$ cat src/rtl/periodic_timer_if.sv
// Control and status bundle of the periodic timer: start/stop/config
// inputs from the controller and tick/status outputs back to it.
interface periodic_timer_if #(
  parameter int WIDTH          = 16,
  parameter int PRESCALE_WIDTH = 8
);
  logic                      start_i;
  logic                      stop_i;
  logic                      mode_i;
  logic [WIDTH-1:0]          period_i;
  logic [PRESCALE_WIDTH-1:0] prescale_i;
  logic                      tick_o;
  logic                      busy_o;
  logic                      done_o;
  logic [WIDTH-1:0]          remaining_o;

  modport master (
    output start_i, stop_i, mode_i, period_i, prescale_i,
    input  tick_o, busy_o, done_o, remaining_o
  );

  modport slave (
    input  start_i, stop_i, mode_i, period_i, prescale_i,
    output tick_o, busy_o, done_o, remaining_o
  );
endinterface

$ cat src/rtl/periodic_timer.sv
// Prescaled one-shot / periodic timer with a registered one-cycle tick pulse.
// IDLE -> RUN on an accepted start; RUN -> DONE (one-shot) or reload (periodic).
module periodic_timer #(
  parameter int WIDTH          = 16,
  parameter int PRESCALE_WIDTH = 8
) (
  input  logic              clk_i,
  input  logic              rstn_i,
  periodic_timer_if.slave   bus
);

  typedef enum logic [1:0] {
    IDLE = 2'd0,
    RUN  = 2'd1,
    DONE = 2'd2
  } state_t;

  state_t                    state_reg, state_next;
  logic                      mode_reg, mode_next;
  logic [WIDTH-1:0]          period_reg, period_next;
  logic [PRESCALE_WIDTH-1:0] prescale_reg, prescale_next;
  logic [PRESCALE_WIDTH-1:0] pcnt_reg, pcnt_next;
  logic [WIDTH-1:0]          remaining_reg, remaining_next;
  logic                      tick_reg, tick_next;

  logic start_ok;
  logic step_end;

  assign start_ok = bus.start_i && !bus.stop_i && (bus.period_i != '0);
  assign step_end = (pcnt_reg == prescale_reg);

  always_ff @(posedge clk_i or negedge rstn_i) begin
    if (!rstn_i) begin
      state_reg     <= IDLE;
      mode_reg      <= 1'b0;
      period_reg    <= '0;
      prescale_reg  <= '0;
      pcnt_reg      <= '0;
      remaining_reg <= '0;
      tick_reg      <= 1'b0;
    end else begin
      state_reg     <= state_next;
      mode_reg      <= mode_next;
      period_reg    <= period_next;
      prescale_reg  <= prescale_next;
      pcnt_reg      <= pcnt_next;
      remaining_reg <= remaining_next;
      tick_reg      <= tick_next;
    end
  end

  always_comb begin
    state_next     = state_reg;
    mode_next      = mode_reg;
    period_next    = period_reg;
    prescale_next  = prescale_reg;
    pcnt_next      = pcnt_reg;
    remaining_next = remaining_reg;
    tick_next      = 1'b0;

    // Stop wins over start; a start or stop on the expiry edge drops that tick.
    if (bus.stop_i) begin
      state_next     = IDLE;
      pcnt_next      = '0;
      remaining_next = '0;
    end else if (start_ok) begin
      state_next     = RUN;
      mode_next      = bus.mode_i;
      period_next    = bus.period_i;
      prescale_next  = bus.prescale_i;
      pcnt_next      = '0;
      remaining_next = bus.period_i;
    end else begin
      case (state_reg)
        RUN: begin
          if (step_end) begin
            pcnt_next = '0;
            if (remaining_reg == WIDTH'(1)) begin
              tick_next = 1'b1;
              if (mode_reg) begin
                // Reload lands on the expiry edge itself so the period has no gap.
                remaining_next = period_reg;
              end else begin
                state_next     = DONE;
                remaining_next = '0;
              end
            end else begin
              remaining_next = remaining_reg - WIDTH'(1);
            end
          end else begin
            pcnt_next = pcnt_reg + PRESCALE_WIDTH'(1);
          end
        end
        default: begin
        end
      endcase
    end
  end

  assign bus.tick_o      = tick_reg;
  assign bus.busy_o      = (state_reg == RUN);
  assign bus.done_o      = (state_reg == DONE);
  assign bus.remaining_o = remaining_reg;

endmodule

$ cat src/flat_wrapper.sv
// flat-port wrapper written by rule: the top's interface ports become plain ports
module periodic_timer_flat 
#(
  parameter int WIDTH          = 16,
  parameter int PRESCALE_WIDTH = 8
)
  (clk_i, rstn_i, bus_start_i, bus_stop_i, bus_mode_i, bus_period_i, bus_prescale_i, bus_tick_o, bus_busy_o, bus_done_o, bus_remaining_o);
  periodic_timer_if #(.WIDTH(WIDTH), .PRESCALE_WIDTH(PRESCALE_WIDTH)) bus_i ();
  input  logic clk_i;
  input  logic rstn_i;
  input wire logic [$bits(bus_i.start_i)-1:0] bus_start_i;
  input wire logic [$bits(bus_i.stop_i)-1:0] bus_stop_i;
  input wire logic [$bits(bus_i.mode_i)-1:0] bus_mode_i;
  input wire logic [$bits(bus_i.period_i)-1:0] bus_period_i;
  input wire logic [$bits(bus_i.prescale_i)-1:0] bus_prescale_i;
  output wire logic [$bits(bus_i.tick_o)-1:0] bus_tick_o;
  output wire logic [$bits(bus_i.busy_o)-1:0] bus_busy_o;
  output wire logic [$bits(bus_i.done_o)-1:0] bus_done_o;
  output wire logic [$bits(bus_i.remaining_o)-1:0] bus_remaining_o;
  assign bus_i.start_i = bus_start_i;
  assign bus_i.stop_i = bus_stop_i;
  assign bus_i.mode_i = bus_mode_i;
  assign bus_i.period_i = bus_period_i;
  assign bus_i.prescale_i = bus_prescale_i;
  assign bus_tick_o = bus_i.tick_o;
  assign bus_busy_o = bus_i.busy_o;
  assign bus_done_o = bus_i.done_o;
  assign bus_remaining_o = bus_i.remaining_o;
  periodic_timer #(.WIDTH(WIDTH), .PRESCALE_WIDTH(PRESCALE_WIDTH)) u_core (.clk_i(clk_i), .rstn_i(rstn_i), .bus(bus_i));
endmodule
$ cat config.mk
export PLATFORM = sky130hd
export DESIGN_NAME = periodic_timer_flat
export DESIGN_NICKNAME = d
export VERILOG_FILES = /design/src/rtl/periodic_timer_if.sv /design/src/rtl/periodic_timer.sv /design/src/flat_wrapper.sv
export SDC_FILE = /design/constraint.sdc
export NUM_CORES = 1
export LEC_CHECK = 0
export BUFFER_PORTS_ARGS = -buffer_cell sky130_fd_sc_hd__buf_2
export CAP_MARGIN = 40
export CORE_ASPECT_RATIO = 0.5
export CORE_UTILIZATION = 51
export DETAILED_ROUTE_END_ITERATION = 8
export PLACE_DENSITY = 0.76
export SETUP_SLACK_MARGIN = 0.02
export SYNTH_ARGS = -nofsm -noshare
export SYNTH_HDL_FRONTEND = slang
export SYNTH_SLANG_ARGS = --single-unit
$ cat constraint.sdc
create_clock -name clk_i -period 1.95 [get_ports clk_i]
set_input_delay 0 -clock clk_i [delete_from_list [all_inputs] [get_ports clk_i]]
set_output_delay 0 -clock clk_i [all_outputs]
set_load 0.01 [all_outputs]
==> summary.md, run 1 <==
| Metric | Value |
|---|---|
| Run status | finished with violations |
| Failing checks | setup timing |
| Initial DRC count | 183 |
| Final Core Density | 77.2% |
| Tot GR Track Use | 32.2% |
| Initial antenna violation count | 1 |
| Slew Limit Headroom | 46.9% |
| Worst setup margin | -0.116 ns |
| Syn. warnings | 0 |
| Post-synthesis sequential area ratio | 43.3% |
| Clk_lat worst skew | 0.30 ns |
| Critical Path Fanout Max | 2 |
| FFs w/ async S/R, synth | 100% |
| Top cells by area, synth | dfrtp_1 (43%), nand2_1 (10%), a21oi_1 (3.0%) |
| Gpl congestion | 0.980 |
| Die height | 56.3 um |
| PortBufs | 47 |
| Synth Flop Type | dfrtp_1 |
| Crit-path slowest cell | or4_4 |
| CP Cell Sequence | buf_6 -> nor4_4 -> nand4_1 -> or3_4 -> or4_4 -> a21oi_2 |
| Post-synthesis cell count | 335 |
| Share of post-route cells with drive strength above 1 | 38.3% |
| Clk buf depth | 2 |
| Min Tclk post-route | 2.07 ns |
| Starting density of the core | 53.8% |
| CTS Sinks | 52 |
| Yosys top cell area share | 43.3% |
| First drt pass iteration count | 5 |
| Die area | 6220 um^2 |
| Row count | 19 |
| Max-slew violations | 0 |
| Most frequent cells in the layout | nand2_1 (84), buf_4 (70), dfrtp_1 (51) |
| Final Setup Violations | 16 |
| Yosys cell types | 54 |
| Area grow syn2layout | 43.6% |
| CP Launch Type | flop |
| DRT antenna net count | 0 |
| Fin Clk Skew | 0.00781 ns |
| Post-synth EDFFs | 0 |
| Unrepaired setup endpoints after global routing | true |
| Critical path class | flop to flop |
| Worst-margin pin slew | 0.796 ns |
| Top cell type by total area after synthesis | dfrtp_1 |
| First-pass GRT wire length | 15300 um |
| Post-Syn Area | 3000 um^2 |
| Clock slew at reported path FFs | 0.07 ns |
| Maximum level of the CTS H-tree | 2 |
| Final hold vios | 0 |
| Tcrit/Tclk final | 106% |
| TritonCTS Buffers | 5 |
| Max stage delay on crit path | 0.49 ns |
| Max-cap violations | 0 |
| Drt total wl | 9630 um |
| WL per Instance | 17.8 um |
| Vias in the first global route | 3112 |
| Nets@finish | 498 |
| Syn avg cell area | 8.97 um^2 |
| Commonest non-fill, non-tap cell in the layout | nand2_1 |
| Total gr overflow | 0 |
| Final TNS setup | -0.890 ns |
| Non-Filler Cell Area, Final | 4310 um^2 |
| Ports | 48 |
| Pin count of the biggest net entering global routing | 25 |
| Crit end category | flop |
| Final std cells w/o fill | 541 |
| Arrival @ worst endpoint | 2.31 ns |
| Clock root cell | clkbuf_16 |
| Placed Instances | 508 |
| Hold Path Class | input port to flop |
| Fmax | 484 MHz |
| Pwr/cell area | 702 nW/um^2 |
| Worst vdd ir | 0.000561 V |
| CTS tree | done |
| Leakage power total | 0.00212 uW |
| Hpwl dp | 6970 um |
| Placed cell area | 3790 um^2 |
| CP required | 2.19 ns |
| Vias post-DR | 3149 |
| Area of the core | 5590 um^2 |
| DRC errors left | 0 |
| Vias per inst | 5.82 |
| Syn nets | 367 |
| Die Width | 111 um |
| #FFs+latches synth | 52 |
## cell usage after synthesis, types with 3 or more instances
cell and instances:
a21oi_1 18, a31o_2 3, a31oi_1 6, and3_1 10
buf_2 5, clkbuf_1 8, dfrtp_1 52, ha_1 3
inv_1 17, nand2_1 84, nand3_1 7, nand3b_1 4
nand4_1 6, nor2_1 16, nor3_1 6, nor4_2 3
o21ai_0 8, o221ai_1 3, o221ai_2 5, o31ai_1 3
or3_1 4, or4_1 6, or4_4 3, xnor2_1 8
xor2_1 9
## report_power, final
| part | internal, uW | total [uW] | switching [uW] |
|---|---|---|---|
| logic | 423 | 865 | 442 |
| clock network | 480 | 902 | 422 |
| registers | 1170 | 1260 | 91.7 |
| total | 2070 | 3030 | 956 |
## cell families after synthesis
logic type	share of synthesized area (%)
AO/OA/AOI/OAI	16.3
XOR/XNOR	4.96
adder cells (fa/ha/maj)	1.25
buffers and inverters	5.21
flip-flops	43.3
multiplexers	1.08
AND/OR/NAND/NOR	27.9
## timing repair
item,CTS,global route
gates resized for setup,24,9
pin swaps,6,4
buffers inserted,5,0
endpoints found under the setup margin,18,18
gates cloned,1,0
endpoints found under the hold margin,74,0
hold buffers,18,0
## metal layers
| metal | up-vias | part of all wire [%] | global-route usage [%] |
|---|---|---|---|
| li1 | 1445 | - | - |
| met1 | 1525 | 43 | 42.1 |
| met2 | 159 | 47 | 52.4 |
| met3 | 20 | 7.1 | 7.99 |
| met4 | 0 | 2.1 | 12.2 |
| met5 | - | 0 | 0 |
## worst max-delay path: cells and delay by family (launching register included)
kind                   cells  cell delay (ns)
AOI/OAI and AO/OA          1             0.14
buffers and inverters      1             0.15
DFF                        1             0.43
and+or+nand+nor            4             1.29
## cell type report
cell class / count / area (um^2)
clock inverter: 2 / 16.3
clock buffer: 6 / 129
fill: 388 / 1270
multi-input combinational: 249 / 1690
tap: 73 / 91.3
timing repair buffer: 141 / 1020
sequential: 52 / 1300
antenna: 1 / 2.50
inverter: 17 / 63.8
## through the flow
step           hold slack [ns]  total power [uW]  worst slack [ns]
6_report                0.0152              3030            -0.116
5_1_grt                 0.0291              3150            -0.213
4_1_cts                0.00703              2990           -0.0927
3_5_place_dp            -0.109              2020            -0.154
3_3_place_gp           -0.0988              2000           -0.0882
2_1_floorplan           -0.296              1660            -0.157
## path summary, 6_finish.rpt
check	slack, ns	cells past startpoint	from	to
worst max-delay path	-0.12	6	u_core.bus.remaining_o[7]	u_core.state_reg[1]
worst min-delay path	0.02	4	bus_period_i[4]	u_core.period_reg[4]
worst max register to register	-0.12	6	u_core.bus.remaining_o[7]	u_core.state_reg[1]
worst min register to register	0.48	2	u_core.period_reg[2]	u_core.period_reg[2]
max in group asynchronous	1.21	3	rstn_i	u_core.bus.remaining_o[8]
min in group asynchronous	0.10	2	rstn_i	u_core.prescale_reg[6]
Power figures use the tool's default switching activity.
==> run 2: changes to the inputs <==
CORE_UTILIZATION = 60   (was 51)
PLACE_DENSITY = 0.84   (was 0.76)
clock period = 2.5 ns   (was 1.95 ns; I/O delays follow)
==> run 2 against run 1 <==
Compared with the run above: the run now ends clean; clock power fell by 33%; clock-buffer cell count shrank 1; design area down 13%; critical path type is now input port to flop; largest cell class unchanged.
==> summary.md, run 2 (synthesis gave the netlist of run 1 again) <==
| Metric | Value |
|---|---|
| Final TNS setup | 0 ns (was -0.890 ns) |
| Total gr overflow | 0 (unchanged) |
| Max-cap violations | 0 (unchanged) |
| Crit-path slowest cell | or4_1 (was or4_4) |
| Internal | 1430 uW (was 2070 uW) |
| CTS tree | done (unchanged) |
| Clk buf depth | 2 (unchanged) |
| Hpwl dp | 5840 um (was 6970 um) |
| Fin Clk Skew | 0.00259 ns (was 0.00781 ns) |
| Clock share of power | 28.8% (was 29.8%) |
| Tcrit/Tclk final | 98.2% |
| Slew Limit Headroom | 55.3% (was 46.9%) |
| CP required | 2.68 ns (was 2.19 ns) |
| Buf/Inv on CP | 3 (was 1) |
| WL per Instance | 17.3 um (was 17.8 um) |
| NetSw | 659 uW (was 956 uW) |
| Ports | 48 (unchanged) |
| Worst-margin pin slew | 0.671 ns (was 0.796 ns) |
| Max-slew violations | 0 (unchanged) |
| Tot GR Track Use | 34.4% (was 32.2%) |
| Maximum level of the CTS H-tree | 2 (unchanged) |
| Critical Path Fanout Max | 13 (was 2) |
| Worst vdd ir | 0.000315 V (was 0.000561 V) |
| CP Launch Type | input port (was flop) |
| Pin count of the biggest net entering global routing | 24 (was 25) |
| Max stage delay on crit path | 0.61 ns (was 0.49 ns) |
| Area of the multi-input gates | 1560 um^2 (was 1690 um^2) |
| Area grow syn2layout | 24.7% (was 43.6%) |
| Die Width | 102 um (was 111 um) |
| R2R setup slack | 0.18 ns (was -0.12 ns) |
| Arrival @ worst endpoint | 2.63 ns (was 2.31 ns) |
| Initial antenna violation count | 0 (was 1) |
| First-pass GRT wire length | 13300 um (was 15300 um) |
| Final hold vios | 0 (unchanged) |
| Gpl congestion | 0.948 (was 0.980) |
| Commonest non-fill, non-tap cell in the layout | nand2_1 (unchanged) |
| Critical path class | input port to flop (was flop to flop) |
| Register area | 1300 um^2 (about the same) |
| CTS Sinks | 52 (unchanged) |
| Clock slew at reported path FFs | 0.10 ns (was 0.07 ns) |
| Placed cell area | 3350 um^2 (was 3790 um^2) |
| Run status | finished, final reports clean (was finished with violations) |
| Vias post-DR | 2842 (was 3149) |
| N_diodes | 0 (was 1) |
| CP Cell Sequence | dlygate4sd3_1 -> buf_2 -> or4_1 -> o41ai_4 -> nor2_1 -> buf_4 -> a221oi_1 -> a221oi_1 (was buf_6 -> nor4_4 -> nand4_1 -> or3_4 -> or4_4 -> a21oi_2) |
| Leakage power total | 0.00181 uW (was 0.00212 uW) |
| First drt pass iteration count | 5 (unchanged) |
| Fill count | 316 (was 388) |
| Clock root cell | clkbuf_8 (was clkbuf_16) |
| Crit end category | flop (unchanged) |
| DRC errors left | 0 (unchanged) |
| Crit-path most repeated cell | a221oi_1 |
| Fmax | 408 MHz |
| Unrepaired setup endpoints after global routing | false (was true) |
| Final Setup Violations | 0 (was 16) |
| TritonCTS Buffers | 5 (unchanged) |
| Die area | 5310 um^2 (was 6220 um^2) |
| Combinational share of power | 23.7% (was 28.6%) |
| Part of the power in registers | 47.5% (was 41.7%) |
| Row count | 17 (was 19) |
| Vias per inst | 5.90 (was 5.82) |
| Most frequent cells in the layout | nand2_1 (84), dfrtp_1 (52), buf_2 (47) (was nand2_1 (84), buf_4 (70), dfrtp_1 (51)) |
| Worst path top cell family by delay | compound AO/OA/AOI/OAI gates (was simple AND/OR/NAND/NOR gates) |
| Min Tclk post-route | 2.45 ns |
| Nets@finish | 447 (was 498) |
| Drt total wl | 8350 um (was 9630 um) |
| Die height | 52.0 um (was 56.3 um) |
| Share of post-route cells with drive strength above 1 | 23.3% (was 38.3%) |
| Area of the core | 4590 um^2 (was 5590 um^2) |
| Pwr/cell area | 559 nW/um^2 (was 702 nW/um^2) |
| Initial DRC count | 260 (was 183) |
| PortBufs | 47 (unchanged) |
| Sw Share | 31.5% (was 31.6%) |
| Clk_lat worst skew | 0.31 ns (was 0.30 ns) |
| Hold Path Class | input port to flop (unchanged) |
| Non-Filler Cell Area, Final | 3740 um^2 (was 4310 um^2) |
| Vias in the first global route | 2773 (was 3112) |
| DRT antenna net count | 0 (unchanged) |
| Starting density of the core | 65.4% (was 53.8%) |
-- run 2: cell types whose count changed in the layout (fill, tap and decap cells not counted), moves of 4 or more --
cell           before  now
buf_4              70   17
clkbuf_8            0    5
dlygate4sd3_1      18   26
clkbuf_16           5    0
buf_6               4    0
a21oi_1            14   18
a21oi_2             5    1
-- run 2: tightest hold or removal path, stage by stage --
cell	delay, ns
buf_2	0.08
and2_1	0.14
a21o_1	0.09
-- run 2: through the flow --
stage / power [uW] / setup slack (ns) / instances / util (%) / hold WS [ns]
after floorplan: 1290 / 0.349 / 335 / - / -0.296
after global placement: 1440 / 0.314 / 447 / 72.9 / -0.0935
after detailed placement: 1460 / 0.258 / 447 / 72.9 / -0.0862
after CTS: 2090 / 0.0617 / 481 / 81.1 / 0.0192
after global routing: 2190 / 0.0153 / 482 / 81.5 / 0.0410
final: 2090 / 0.0462 / 482 / 81.5 / 0.0195
-- run 2: cell type report --
class	count	share of cell area, %
multi-input combinational	249	41.6
sequential	52	34.7
timing repair buffer	90	16.6
clock inverter	3	1.24
inverter	17	1.70
tap	66	2.21
clock buffer	5	1.84
-- run 2: per-layer routing --
metal	vias up	global-route usage, %	wire, um
li1	1345	-	-
met5	-	0	0
met1	1371	45.0	3620
met3	11	7.39	594
met4	0	9.76	82
met2	115	58.3	4060
-- run 2: what timing repair did --
action / in CTS / in global routing
endpoints found under the hold margin: 89 / 0
gates resized for setup: 0 / 3
hold buffers: 26 / 0
buffers inserted: 0 / 1
setup endpoints to repair: 0 / 12
-- run 2: final timing paths --
path,from,to,depth (start not counted)
setup / recovery,bus_period_i[10],u_core.bus.remaining_o[13],8
hold / removal,bus_period_i[7],u_core.period_reg[7],3
setup reg to reg,u_core.bus.remaining_o[1],u_core.bus.remaining_o[13],7
hold reg to reg,u_core.period_reg[7],u_core.period_reg[7],1
max in group asynchronous,rstn_i,u_core.bus.remaining_o[10],3
min in group asynchronous,rstn_i,u_core.prescale_reg[3],2
-- run 2: power groups by stage --
stage	clock, uW	combinational [uW]	sequential (uW)
floorplan	0	307	986
global placement	0	436	1000
detailed placement	0	451	1010
CTS	612	483	991
global route	642	548	1000
finish	603	496	995
==> run 3: changes to the inputs <==
CORE_MARGIN = 5   (was unset)
GPL_TIMING_DRIVEN = 0   (was unset)
==> run 3 against run 2 <==
Compared with the run above: clock skew rose by 0.0075 ns; die area grew 24%; worst hold slack improved by 0.0054 ns; final cell count up 1.5%; critical path depth unchanged; fmax is 2.5% higher; sequential share of layout area shrank 0.27 points; utilization fell by 4.3 points; largest power group unchanged.
==> summary.md, run 3 (synthesis gave the netlist of run 1 again) <==
| Metric | Value |
|---|---|
| Drt total wl | 8540 um (was 8350 um) |
| Crit end category | flop (unchanged) |
| Most frequent cells in the layout | nand2_1 (84), dfrtp_1 (52), buf_2 (50) (was nand2_1 (84), dfrtp_1 (52), buf_2 (47)) |
| Unrepaired setup endpoints after global routing | true (was false) |
| Worst vdd ir | 0.000390 V (was 0.000315 V) |
| Commonest non-fill, non-tap cell in the layout | nand2_1 (unchanged) |
| Pre-CTS setup slack | -0.0278 ns (was 0.258 ns) |
| Hpwl dp | 5970 um (was 5840 um) |
| Worst-margin pin slew | 0.709 ns (was 0.671 ns) |
| CP required | 2.69 ns (was 2.68 ns) |
| DRT antenna net count | 0 (unchanged) |
| R2R setup slack | 0.17 ns (was 0.18 ns) |
| TritonCTS Buffers | 5 (unchanged) |
| Final std cells w/o fill | 489 (was 482) |
| Max-slew violations | 0 (unchanged) |
| Fmax | 418 MHz (was 408 MHz) |
| Tot GR Track Use | 27.7% (was 34.4%) |
| Gpl congestion | 0.938 (was 0.948) |
| Final hold vios | 0 (unchanged) |
| Crit-path slowest cell | or4_1 (unchanged) |
| Clk buf depth | 2 (unchanged) |
| CTS tree | done (unchanged) |
| R2R cell count | 6 (was 7) |
| Die height | 60.0 um (was 52.0 um) |
| Hold EP | u_core.period_reg[7] (unchanged) |
| Nets@finish | 450 (was 447) |
| Fin Clk Skew | 0.0101 ns (was 0.00259 ns) |
| WL per Instance | 17.5 um (was 17.3 um) |
| Max stage delay on crit path | 0.56 ns (was 0.61 ns) |
| Vias post-DR | 2908 (was 2842) |
| Area of the core | 4890 um^2 (was 4590 um^2) |
| DRC errors left | 0 (unchanged) |
| Critical R2R Launch | u_core.bus.remaining_o[6] (was u_core.bus.remaining_o[1]) |
| Die area | 6610 um^2 (was 5310 um^2) |
| CP Launch Type | input port (unchanged) |
| Clock root cell | clkbuf_8 (unchanged) |
| Maximum level of the CTS H-tree | 2 (unchanged) |
| FF-to-FF End | u_core.state_reg[1] (was u_core.bus.remaining_o[13]) |
| Hold Path Depth | 3 (unchanged) |
| Pin count of the biggest net entering global routing | 33 (was 24) |
| CP Cell Sequence | dlygate4sd3_1 -> buf_2 -> or4_1 -> o41ai_4 -> nor2_1 -> clkbuf_1 -> nand2_1 -> o221ai_1 (was dlygate4sd3_1 -> buf_2 -> or4_1 -> o41ai_4 -> nor2_1 -> buf_4 -> a221oi_1 -> a221oi_1) |
| CTS Sinks | 52 (unchanged) |
| Clock slew at reported path FFs | 0.10 ns (about the same) |
| Share of post-route cells with drive strength above 1 | 22.2% (was 23.3%) |
| Launch point of the worst hold path | bus_period_i[7] (unchanged) |
| Ports | 48 (unchanged) |
| Hold Path Class | input port to flop (unchanged) |
| Min Hold Slack | 0.0249 ns (was 0.0195 ns) |
| Vias in the first global route | 2752 (was 2773) |
| Max-cap violations | 0 (unchanged) |
| N_diodes | 0 (unchanged) |
| Worst setup margin | 0.107 ns (was 0.0462 ns) |
| Slew Limit Headroom | 52.6% (was 55.3%) |
| Placed Instances | 452 (was 447) |
| Initial antenna violation count | 0 (unchanged) |
| Initial DRC count | 288 (was 260) |
| Min Tclk post-route | 2.39 ns (was 2.45 ns) |
| Row count | 18 (was 17) |
| Arrival @ worst endpoint | 2.58 ns (was 2.63 ns) |
| Pwr/cell area | 564 nW/um^2 (was 559 nW/um^2) |
| Area grow syn2layout | 25.6% (was 24.7%) |
| First drt pass iteration count | 5 (unchanged) |
| Leakage power total | 0.00181 uW (about the same) |
| Total design power | 2130 uW (was 2090 uW) |
| Run status | finished, final reports clean (unchanged) |
| Clk_lat worst skew | 0.32 ns (was 0.31 ns) |
| Critical path class | input port to flop (unchanged) |
| PortBufs | 46 (was 47) |
| Final Setup Violations | 0 (unchanged) |
| Vias per inst | 5.95 (was 5.90) |
| Die Width | 110 um (was 102 um) |
| Tcrit/Tclk final | 95.7% (was 98.2%) |
| First-pass GRT wire length | 13500 um (was 13300 um) |
| Starting density of the core | 61.5% (was 65.4%) |
| Total gr overflow | 0 (unchanged) |
| Critical Path Fanout Max | 10 (was 13) |
run 3: stage by stage:
step	TNS (ns)	utilization, %	cell area [um^2]
floorplan	0	-	3000
global placement	-0.107	68.0	3320
detailed placement	-0.0637	68.4	3340
CTS	0	76.3	3730
global route	0	77.2	3770
finish	0	77.2	3770
run 3: what timing repair did:
item	in CTS	in global routing
hold endpoints to repair	58	0
hold buffers	25	0
buffers inserted	2	2
endpoints found under the setup margin	8	18
pin swaps	1	2
gates cloned	0	0
gates resized for setup	0	5
run 3: worst max path at each step:
stage	end	startpoint	cells after the start	slack [ns]
2_1_floorplan	u_core.state_reg[1]	u_core.bus.remaining_o[4]	7	0.35
3_3_place_gp	u_core.bus.remaining_o[14]	u_core.bus.remaining_o[1]	8	-0.05
3_5_place_dp	u_core.bus.remaining_o[14]	u_core.bus.remaining_o[1]	8	-0.03
4_1_cts	u_core.bus.remaining_o[14]	u_core.bus.remaining_o[0]	7	0.03
5_1_grt	u_core.bus.remaining_o[1]	bus_period_i[13]	8	0.01
6_report	u_core.bus.remaining_o[1]	bus_period_i[13]	8	0.11
run 3: metal layers:
| layer | vias up | part of all wire [%] | track usage [%] |
|---|---|---|---|
| li1 | 1345 | - | - |
| met1 | 1414 | 44 | 37.7 |
| met2 | 130 | 45 | 44.0 |
| met3 | 19 | 8.2 | 5.72 |
| met4 | 0 | 2.1 | 10.5 |
| met5 | - | 0 | 0 |
run 3: final cells by class:
| type | instances | area [um^2] |
|---|---|---|
| well taps | 70 | 87.6 |
| multi-input cells | 249 | 1570 |
| clock buffers | 6 | 82.6 |
| repair buffers | 76 | 531 |
| inverters | 17 | 63.8 |
| clock inverters | 2 | 38.8 |
| fillers | 370 | 1110 |
| flip-flops and latches | 52 | 1300 |
| plain buffers | 17 | 95.1 |
run 3: power breakdown:
group / switching [uW] / total (uW) / internal [uW]
Clock: 301 / 629 / 328
Combinational: 296 / 518 / 222
Sequential: 68.8 / 981 / 912
run 3: worst max-delay path, delay by kind of cell:
family	cells	cell delay, ns
simple gates	3	0.99
buf+inv	3	1.02
compound gates	2	0.56
